===== src/rtl/traffic_pkg.sv =====
// Shared light codes and phase encoding for the intersection phase scheduler.
package traffic_pkg;

    typedef enum logic [1:0] {
        RED    = 2'b00,
        YELLOW = 2'b01,
        GREEN  = 2'b10
    } light_t;

    typedef enum logic [1:0] {
        PH_ALLRED = 2'b00,
        PH_GREEN  = 2'b01,
        PH_YELLOW = 2'b10,
        PH_WALK   = 2'b11
    } phase_t;

endpackage


===== src/rtl/rr_picker.sv =====
// Round-robin first-set search: the first requester after 'last', wrapping around.
module rr_picker #(
    parameter int N  = 4,
    parameter int IW = $clog2(N)
) (
    input  logic [N-1:0]  req,
    input  logic [IW-1:0] last,
    output logic [IW-1:0] pick,
    output logic          any_req
);

    assign any_req = |req;

    // Scan from farthest to nearest so the closest hit after 'last' wins.
    always_comb begin
        int j;
        pick = '0;
        for (int k = N; k >= 1; k--) begin
            j = (int'(last) + k) % N;
            if (req[IW'(j)]) begin
                pick = IW'(j);
            end
        end
    end

endmodule


===== src/rtl/traffic_phase_scheduler.sv =====
// Tick-timed GREEN/YELLOW/ALL-RED scheduler with round-robin approaches and an exclusive walk phase.
module traffic_phase_scheduler
    import traffic_pkg::*;
#(
    parameter int N_APPROACH = 4,
    parameter int GREEN_MIN  = 5,
    parameter int GREEN_MAX  = 20,
    parameter int YELLOW_T   = 3,
    parameter int ALLRED_T   = 1,
    parameter int WALK_T     = 4,
    parameter int CNT_W      = 8
) (
    input  logic                          clk,
    input  logic                          reset,
    input  logic                          tick,
    input  logic [N_APPROACH-1:0]         sensor,
    input  logic                          ped_req,
    output logic [2*N_APPROACH-1:0]       light,
    output logic                          ped_walk,
    output logic [$clog2(N_APPROACH)-1:0] active_idx,
    output logic                          phase_start
);

    localparam int IW = $clog2(N_APPROACH);
    localparam logic [CNT_W-1:0] GMIN_END   = CNT_W'(GREEN_MIN - 1);
    localparam logic [CNT_W-1:0] GMAX_END   = CNT_W'(GREEN_MAX - 1);
    localparam logic [CNT_W-1:0] YELLOW_END = CNT_W'(YELLOW_T - 1);
    localparam logic [CNT_W-1:0] ALLRED_END = CNT_W'(ALLRED_T - 1);
    localparam logic [CNT_W-1:0] WALK_END   = CNT_W'(WALK_T - 1);

    phase_t                    state_reg, state_next;
    logic [CNT_W-1:0]          cnt_reg, cnt_next;
    logic [IW-1:0]             last_reg, last_next;
    logic [IW-1:0]             idx_reg, idx_next;
    logic                      ped_pending_reg, ped_pending_next;
    logic                      from_walk_reg, from_walk_next;
    logic [2*N_APPROACH-1:0]   light_reg, light_next;
    logic                      ped_walk_reg;
    logic                      phase_start_reg;
    logic                      enter;
    logic [IW-1:0]             pick;
    logic                      any_req;
    logic [N_APPROACH-1:0]     active_onehot;
    logic                      other;

    rr_picker #(
        .N  (N_APPROACH),
        .IW (IW)
    ) u_picker (
        .req     (sensor),
        .last    (last_reg),
        .pick    (pick),
        .any_req (any_req)
    );

    assign active_onehot = {{(N_APPROACH-1){1'b0}}, 1'b1} << idx_reg;
    assign other         = (|(sensor & ~active_onehot)) | ped_pending_reg;

    always_comb begin
        state_next     = state_reg;
        idx_next       = idx_reg;
        last_next      = last_reg;
        from_walk_next = from_walk_reg;
        enter          = 1'b0;
        if (tick) begin
            case (state_reg)
                PH_ALLRED: if (cnt_reg >= ALLRED_END) begin
                    // A walk never follows a walk while vehicles are waiting.
                    if (ped_pending_reg && (!from_walk_reg || !any_req)) begin
                        state_next = PH_WALK;
                        enter      = 1'b1;
                    end else if (any_req) begin
                        state_next = PH_GREEN;
                        idx_next   = pick;
                        last_next  = pick;
                        enter      = 1'b1;
                    end
                end
                PH_GREEN: if (other && ((cnt_reg >= GMIN_END && !sensor[idx_reg]) ||
                                        cnt_reg >= GMAX_END)) begin
                    state_next = PH_YELLOW;
                    enter      = 1'b1;
                end
                PH_YELLOW: if (cnt_reg >= YELLOW_END) begin
                    state_next     = PH_ALLRED;
                    from_walk_next = 1'b0;
                    enter          = 1'b1;
                end
                default: if (cnt_reg >= WALK_END) begin
                    state_next     = PH_ALLRED;
                    from_walk_next = 1'b1;
                    enter          = 1'b1;
                end
            endcase
        end
    end

    always_comb begin
        cnt_next = cnt_reg;
        if (enter) begin
            cnt_next = '0;
        end else if (tick && cnt_reg != '1) begin
            cnt_next = cnt_reg + 1'b1;
        end
    end

    assign ped_pending_next = (enter && state_next == PH_WALK) ? 1'b0
                                                               : (ped_pending_reg | ped_req);

    for (genvar gi = 0; gi < N_APPROACH; gi++) begin : g_light
        always_comb begin
            light_next[2*gi +: 2] = RED;
            if (idx_next == IW'(gi)) begin
                if (state_next == PH_GREEN) begin
                    light_next[2*gi +: 2] = GREEN;
                end else if (state_next == PH_YELLOW) begin
                    light_next[2*gi +: 2] = YELLOW;
                end
            end
        end
    end

    always_ff @(posedge clk or negedge reset) begin
        if (!reset) begin
            state_reg       <= PH_ALLRED;
            cnt_reg         <= '0;
            last_reg        <= IW'(N_APPROACH - 1);
            idx_reg         <= '0;
            ped_pending_reg <= 1'b0;
            from_walk_reg   <= 1'b0;
            light_reg       <= '0;
            ped_walk_reg    <= 1'b0;
            phase_start_reg <= 1'b0;
        end else begin
            state_reg       <= state_next;
            cnt_reg         <= cnt_next;
            last_reg        <= last_next;
            idx_reg         <= idx_next;
            ped_pending_reg <= ped_pending_next;
            from_walk_reg   <= from_walk_next;
            light_reg       <= light_next;
            ped_walk_reg    <= (state_next == PH_WALK);
            phase_start_reg <= enter;
        end
    end

    assign light       = light_reg;
    assign ped_walk    = ped_walk_reg;
    assign active_idx  = idx_reg;
    assign phase_start = phase_start_reg;

endmodule


===== config.mk =====
export PLATFORM = sky130hd
export DESIGN_NAME = traffic_phase_scheduler
export DESIGN_NICKNAME = d
export VERILOG_FILES = /design/src/rtl/traffic_pkg.sv /design/src/rtl/rr_picker.sv /design/src/rtl/traffic_phase_scheduler.sv
export SDC_FILE = /design/constraint.sdc
export NUM_CORES = 1
export LEC_CHECK = 0
export ABC_CLOCK_PERIOD_IN_PS = 4300
export CAP_MARGIN = 30
export CORE_MARGIN = 2
export CORE_UTILIZATION = 58
export DETAILED_ROUTE_END_ITERATION = 8
export PLACE_DENSITY = 0.84
export SYNTH_ARGS = -nofsm -noshare
export SYNTH_HDL_FRONTEND = slang
export SYNTH_SLANG_ARGS = --single-unit
export TNS_END_PERCENT = 30

===== constraint.sdc =====
create_clock -name clk -period 4.3 [get_ports clk]
set_input_delay 1.29 -clock clk [delete_from_list [all_inputs] [get_ports clk]]
set_output_delay 1.29 -clock clk [all_outputs]
set_load 0.03 [all_outputs]

Word level (Yosys, flattened, before mapping)
Cells that the tools add are included.
- bits in registers: 26
- $add $sub $neg: 5
- $lt $le $gt $ge: 10
- eq/ne operators: 10
- shifts and indexed selects: 1
- muxes and demuxes: 51
- bitwise gates (word level): 6
- reductions and logical operators: 19
- operators with widths (cell ; count):
    $mux W2 ; 21
    $mux W1 ; 20
    $ge A8 B2 Y1 const B ; 2
    $lt A2 B4 Y1 const B ; 4
    $mux W8 ; 2
    $bmux W1 S2 ; 5
    $eq A2 B2 Y1 const B ; 5
    $add A8 B1 Y8 const B ; 1
    $ge A8 B1 Y1 const B ; 1
    $ge A8 B3 Y1 const B ; 1
    $ge A8 B5 Y1 const B ; 1
    $ne A8 B8 Y1 const B ; 1
    $reduce_or A4 Y1 ; 2
    $eq A2 B1 Y1 const B ; 3
    $pmux W2 S3 ; 1
    $logic_and A1 B1 Y1 ; 5
    $reduce_and A5 Y1 ; 1
    $add A2 B1 Y2 const B ; 2
    $add A2 B2 Y2 const B ; 2
    $and A4 B4 Y4 ; 1
    $logic_not A2 Y1 ; 2
    $not A4 Y4 ; 1
    $reduce_and A4 Y1 ; 1
    $reduce_bool A2 Y1 ; 2
    other kinds (10) ; 15

Depth between registers and ports, before layout
- word-level depth: 15
- depth in mapped cells: 6
- gate-level depth less buffers: 6

Cells and area by module
A second synthesis with hierarchy kept.
- cells, all modules: 155
- area total of the unflattened synthesis: 1596.5 um2
- modules (own cells, without submodules) (module ; instances ; cells an instance ; area an instance (um2) ; sequential area each (um2)):
    traffic_phase_scheduler ; 1 ; 141 ; 1505.2 ; 653.1
    rr_picker ; 1 ; 14 ; 91.3 ; 0.0

Worst setup path after synthesis
OpenSTA, ideal clock, no wires.
- path type: input to register
- start: input port sensor[2]
- end: register cnt_reg[6]
- library setup time: 0.128 ns
- arrival: 2.670 ns
- data required time: 4.172 ns
- slack: 1.502 ns
- cell stages on the path: 6
- path buffers: 1
- cells stage by stage: buf_2 > mux4_2 > o211a_1 > a211o_1 > a21oi_4 > nor2_1
- longest elaborated chain between the ends: 10
- elaborated cells between the ends (all ways): 21
- RTL lines (what ; RTL line ; text):
    start, declared ; traffic_phase_scheduler.sv:16 ; input logic [N_APPROACH-1:0] sensor,
    $bmux W1 S2 ; traffic_phase_scheduler.sv:79 ; PH_GREEN: if (other && ((cnt_reg >= GMIN_END && !sensor[idx_reg]) ||
    $mux W1 (not written as such) ; traffic_phase_scheduler.sv:79 ;
    $logic_not A1 Y1 ; traffic_phase_scheduler.sv:79 ;
    $logic_and A1 B1 Y1 ; traffic_phase_scheduler.sv:79 ;
    $logic_or A1 B1 Y1 ; traffic_phase_scheduler.sv:79 ;
    $logic_and A1 B1 Y1 ; traffic_phase_scheduler.sv:79 ;
    $mux W1 ; traffic_phase_scheduler.sv:79 ;
    $pmux W1 S3 * ; traffic_phase_scheduler.sv:66 ; case (state_reg)
    $mux W1 * ; traffic_phase_scheduler.sv:65 ; if (tick) begin
    via enter ; traffic_phase_scheduler.sv:40 ; logic enter;
    $mux W8 / $reduce_bool A2 Y1 (equally long branches) ; n/a ;
    end signal, assigned ; traffic_phase_scheduler.sv:136 ; cnt_reg <= cnt_next;
    end, declared ; traffic_phase_scheduler.sv:32 ; logic [CNT_W-1:0] cnt_reg, cnt_next;
The timed path passes the listed nets; every way through them passes the cells marked *. The select of a mux whose other input is x is not followed.
A chain may end at the register's enable or synchronous reset.

Worst setup path after layout
- start: input port tick
- end: register light_reg[1], in the netlist light[1]
- longest elaborated chain between the ends: 4
- elaborated cells between the ends (all ways): 6
- RTL lines (what ; RTL line ; text):
    start, declared ; traffic_phase_scheduler.sv:15 ; input logic tick,
    $mux W2 ; traffic_phase_scheduler.sv:65 ;
    $eq A2 B1 Y1 ; traffic_phase_scheduler.sv:114 ; if (state_next == PH_GREEN) begin
    $mux W2 ; traffic_phase_scheduler.sv:114 ;
    $mux W2 * ; traffic_phase_scheduler.sv:113 ; if (idx_next == IW'(gi)) begin
    via light_next[1] ; traffic_phase_scheduler.sv:37 ; logic [2*N_APPROACH-1:0] light_reg, light_next;
    end signal, assigned ; traffic_phase_scheduler.sv:141 ; light_reg <= light_next;
    end, declared ; traffic_phase_scheduler.sv:37 ;
The timed path passes the listed nets; every way through them passes the cells marked *.

==> reports/metrics.yaml <==
status: "finished clean"
max_stage_delay_ns: 0.66
crit_path_max_fanout: 10
clock_skew_ns: 0.00859
rrSetupSlack_ns: 2.20
ys_ff_latch: 26
hold_viol: 0
slew_viol_final: 0
cp_num_buf_inv: 1
rsz0062_at_grt: "no"
clk_pin_slew_ns: 0.15
clockBufferDepth: 2
ys_seq_area_share_pct: 45.0
power.leakage_nw: 0.750
die_x_um: 54
cap_violations: 0
rows: 18
clkLatencyLatePin_ns: 0.33
finalCritPeriodShare_pct: 72.0
critical-path-top-delay-family: "simple AND/OR/NAND/NOR gates"
synth_edf_count: 0
clock.fmax_mhz: 323
antenna_found_initial: 0
grt_pass1_vias: 1158
yosys_warnings: 0
final_core_util_pct: 70.9
crit_path_end_kind: "register"
worstSetupPathType: "in2reg"
drive_above_1_share_pct: 7.65
viasPerCell: 6.18
p_clk_share_pct: 15.5
finalNetCount: 181
postCtsSetupBuffers: 0
arrival_ns: 3.36
drt-initial-drc-count: 48
busiest_layer: "met2"
vdd_drop_max_mv: 0.472
required_ns: 4.56
synth_area_um2: 1450
die_y_um: 54
routedWlPerCell_um: 15.5
syn2layout_area_growth_pct: 18.9
ios: 20
syn_avg_cell_area_um2: 9.54
ys.flop_type: "dfrtp_1"
drc: 0
worst_setup_path_start_kind: "primary input"
antenna_left: 0
netSwitchingFraction_pct: 41.9
async_reset_ff_share_pct: 100
gp_congestion: 0.802
clkSinkCount: 26
synth_cells: 152
path_cells: "clkdlybuf4s50_1, nor3b_1, nand3_1, or3_1, a21oi_1"
hpwl_um: 2320
yosysUniqueCellTypes: 47
fin_setup_tns_ns: 0
antennaDiodeCount: 0
grt.total_usage_pct: 23.7
p_comb_share_pct: 47.1
power_density_nw_per_um2: 643
hold_slack_ns: 0.540
use_met3_pct: 3.89
p_seq_share_pct: 37.4
cts_tree: "built"
dr.pass1.iters: 4
grt_pass1_wl_um: 5000
synth_fp_nets: 162
overflow: 0
postCtsHoldBufs: 0
p_total_mw: 1.11
cts_inserted_buffers: 3
design.core.area_um2: 2430
num_vias: 1236
htreeDepth: 1
worstMarginPinSlew_ns: 0.710
final-setup-viol-count: 0
fill_cells: 193
grt.met2_usage_pct: 44.9
grt_util_met1_pct: 26.1
min_period_ns: 3.10
intPower_mw: 0.644
clock-root-buffer: "clkbuf_4"
slowest_stage: "clkdlybuf4s50_1"
start_util_pct: 59.6
power.switching_mw: 0.465
most-common-layout-cells: "nor2_1, dfrtp_1, clkdlybuf4s50_1, a21oi_1, nand2b_1"
slew_headroom_pct: 52.3
numPortBuffers: 19
grt_max_degree: 19
hp-class: "reg2reg"
cts-resized-gates: 0
drt_wl_total_um: 3110
dieArea_um2: 2920
-- Yosys cell counts (2+ instances only) --
master	count	share of area, %
dfrtp_1	24	41
clkbuf_1	2	0.52
dfstp_2	2	3.6
and3_1	5	2.2
ha_1	2	1.7
mux2i_1	4	2.8
nand2_1	3	0.78
a211o_1	2	1.2
nor3b_1	2	1.0
nor2b_1	2	0.86
xnor2_1	3	1.8
or3_1	2	0.86
nand4_1	2	0.86
nand3_1	7	2.4
nand2b_1	8	3.5
a21o_1	2	1.0
nor2_1	24	6.2
a31oi_1	3	1.3
a21oi_1	10	3.5
buf_2	3	1.0
o31ai_1	2	1.0
o21ai_0	4	1.4
inv_1	6	1.6
xor2_1	2	1.2
nor3_1	4	1.4
-- cells by family after synthesis --
group | synth area share [%]
DFF | 45.0
adders and majority gates | 1.73
and+or+nand+nor | 24.7
buffers and inverters | 3.88
AOI/OAI and AO/OA | 17.3
xor gates and xnor gates | 3.02
muxes | 4.31
-- cell type report --
type,instances,area (um^2),area share (%)
clock buffers,3,22.5,1.31
inverters,6,22.5,1.31
repair buffers,20,218,12.6
flip-flops and latches,26,653,37.9
well taps,30,37.5,2.18
multi-input cells,114,741,43.0
clock inverters,1,30.0,1.74
-- power by group through the flow --
stage / combinational (mW) / sequential (mW) / clock, mW
3_3_place_gp: 0.500 / 0.411 / 0
3_5_place_dp: 0.518 / 0.417 / 0
5_1_grt: 0.575 / 0.425 / 0.180
6_report: 0.522 / 0.414 / 0.172
4_1_cts: 0.522 / 0.414 / 0.175
2_1_floorplan: 0.323 / 0.455 / 0
-- stage by stage --
stage	instances	worst slack (ns)	area, um^2
floorplan	152	1.50	1450
global placement	195	0.897	1640
detailed placement	196	0.861	1670
CTS	200	1.22	1720
global route	200	1.02	1720
finish	200	1.20	1720
-- worst min-delay path, delay by kind of cell (launching register included) --
family / cells / cell delay (ns)
AO/OA/AOI/OAI: 1 / 0.07
buffers and inverters: 1 / 0.08
flip-flops: 1 / 0.40
-- final timing paths --
path	start	endpoint	cells after the start
max	tick	light[1]	5
min	last_reg[0]	last_reg[0]	2
max reg2reg	active_idx[0]	cnt_reg[3]	5
min reg2reg	last_reg[0]	last_reg[0]	2
max in group asynchronous	reset	last_reg[1]	2
min in group asynchronous	reset	cnt_reg[7]	1
-- routing by layer --
layer,share of wire (%),vias to the layer above
met5,0,-
met4,1.3,0
met3,5.7,6
met2,52,50
met1,41,599
li1,-,581
(Power assumes the default switching activity.)
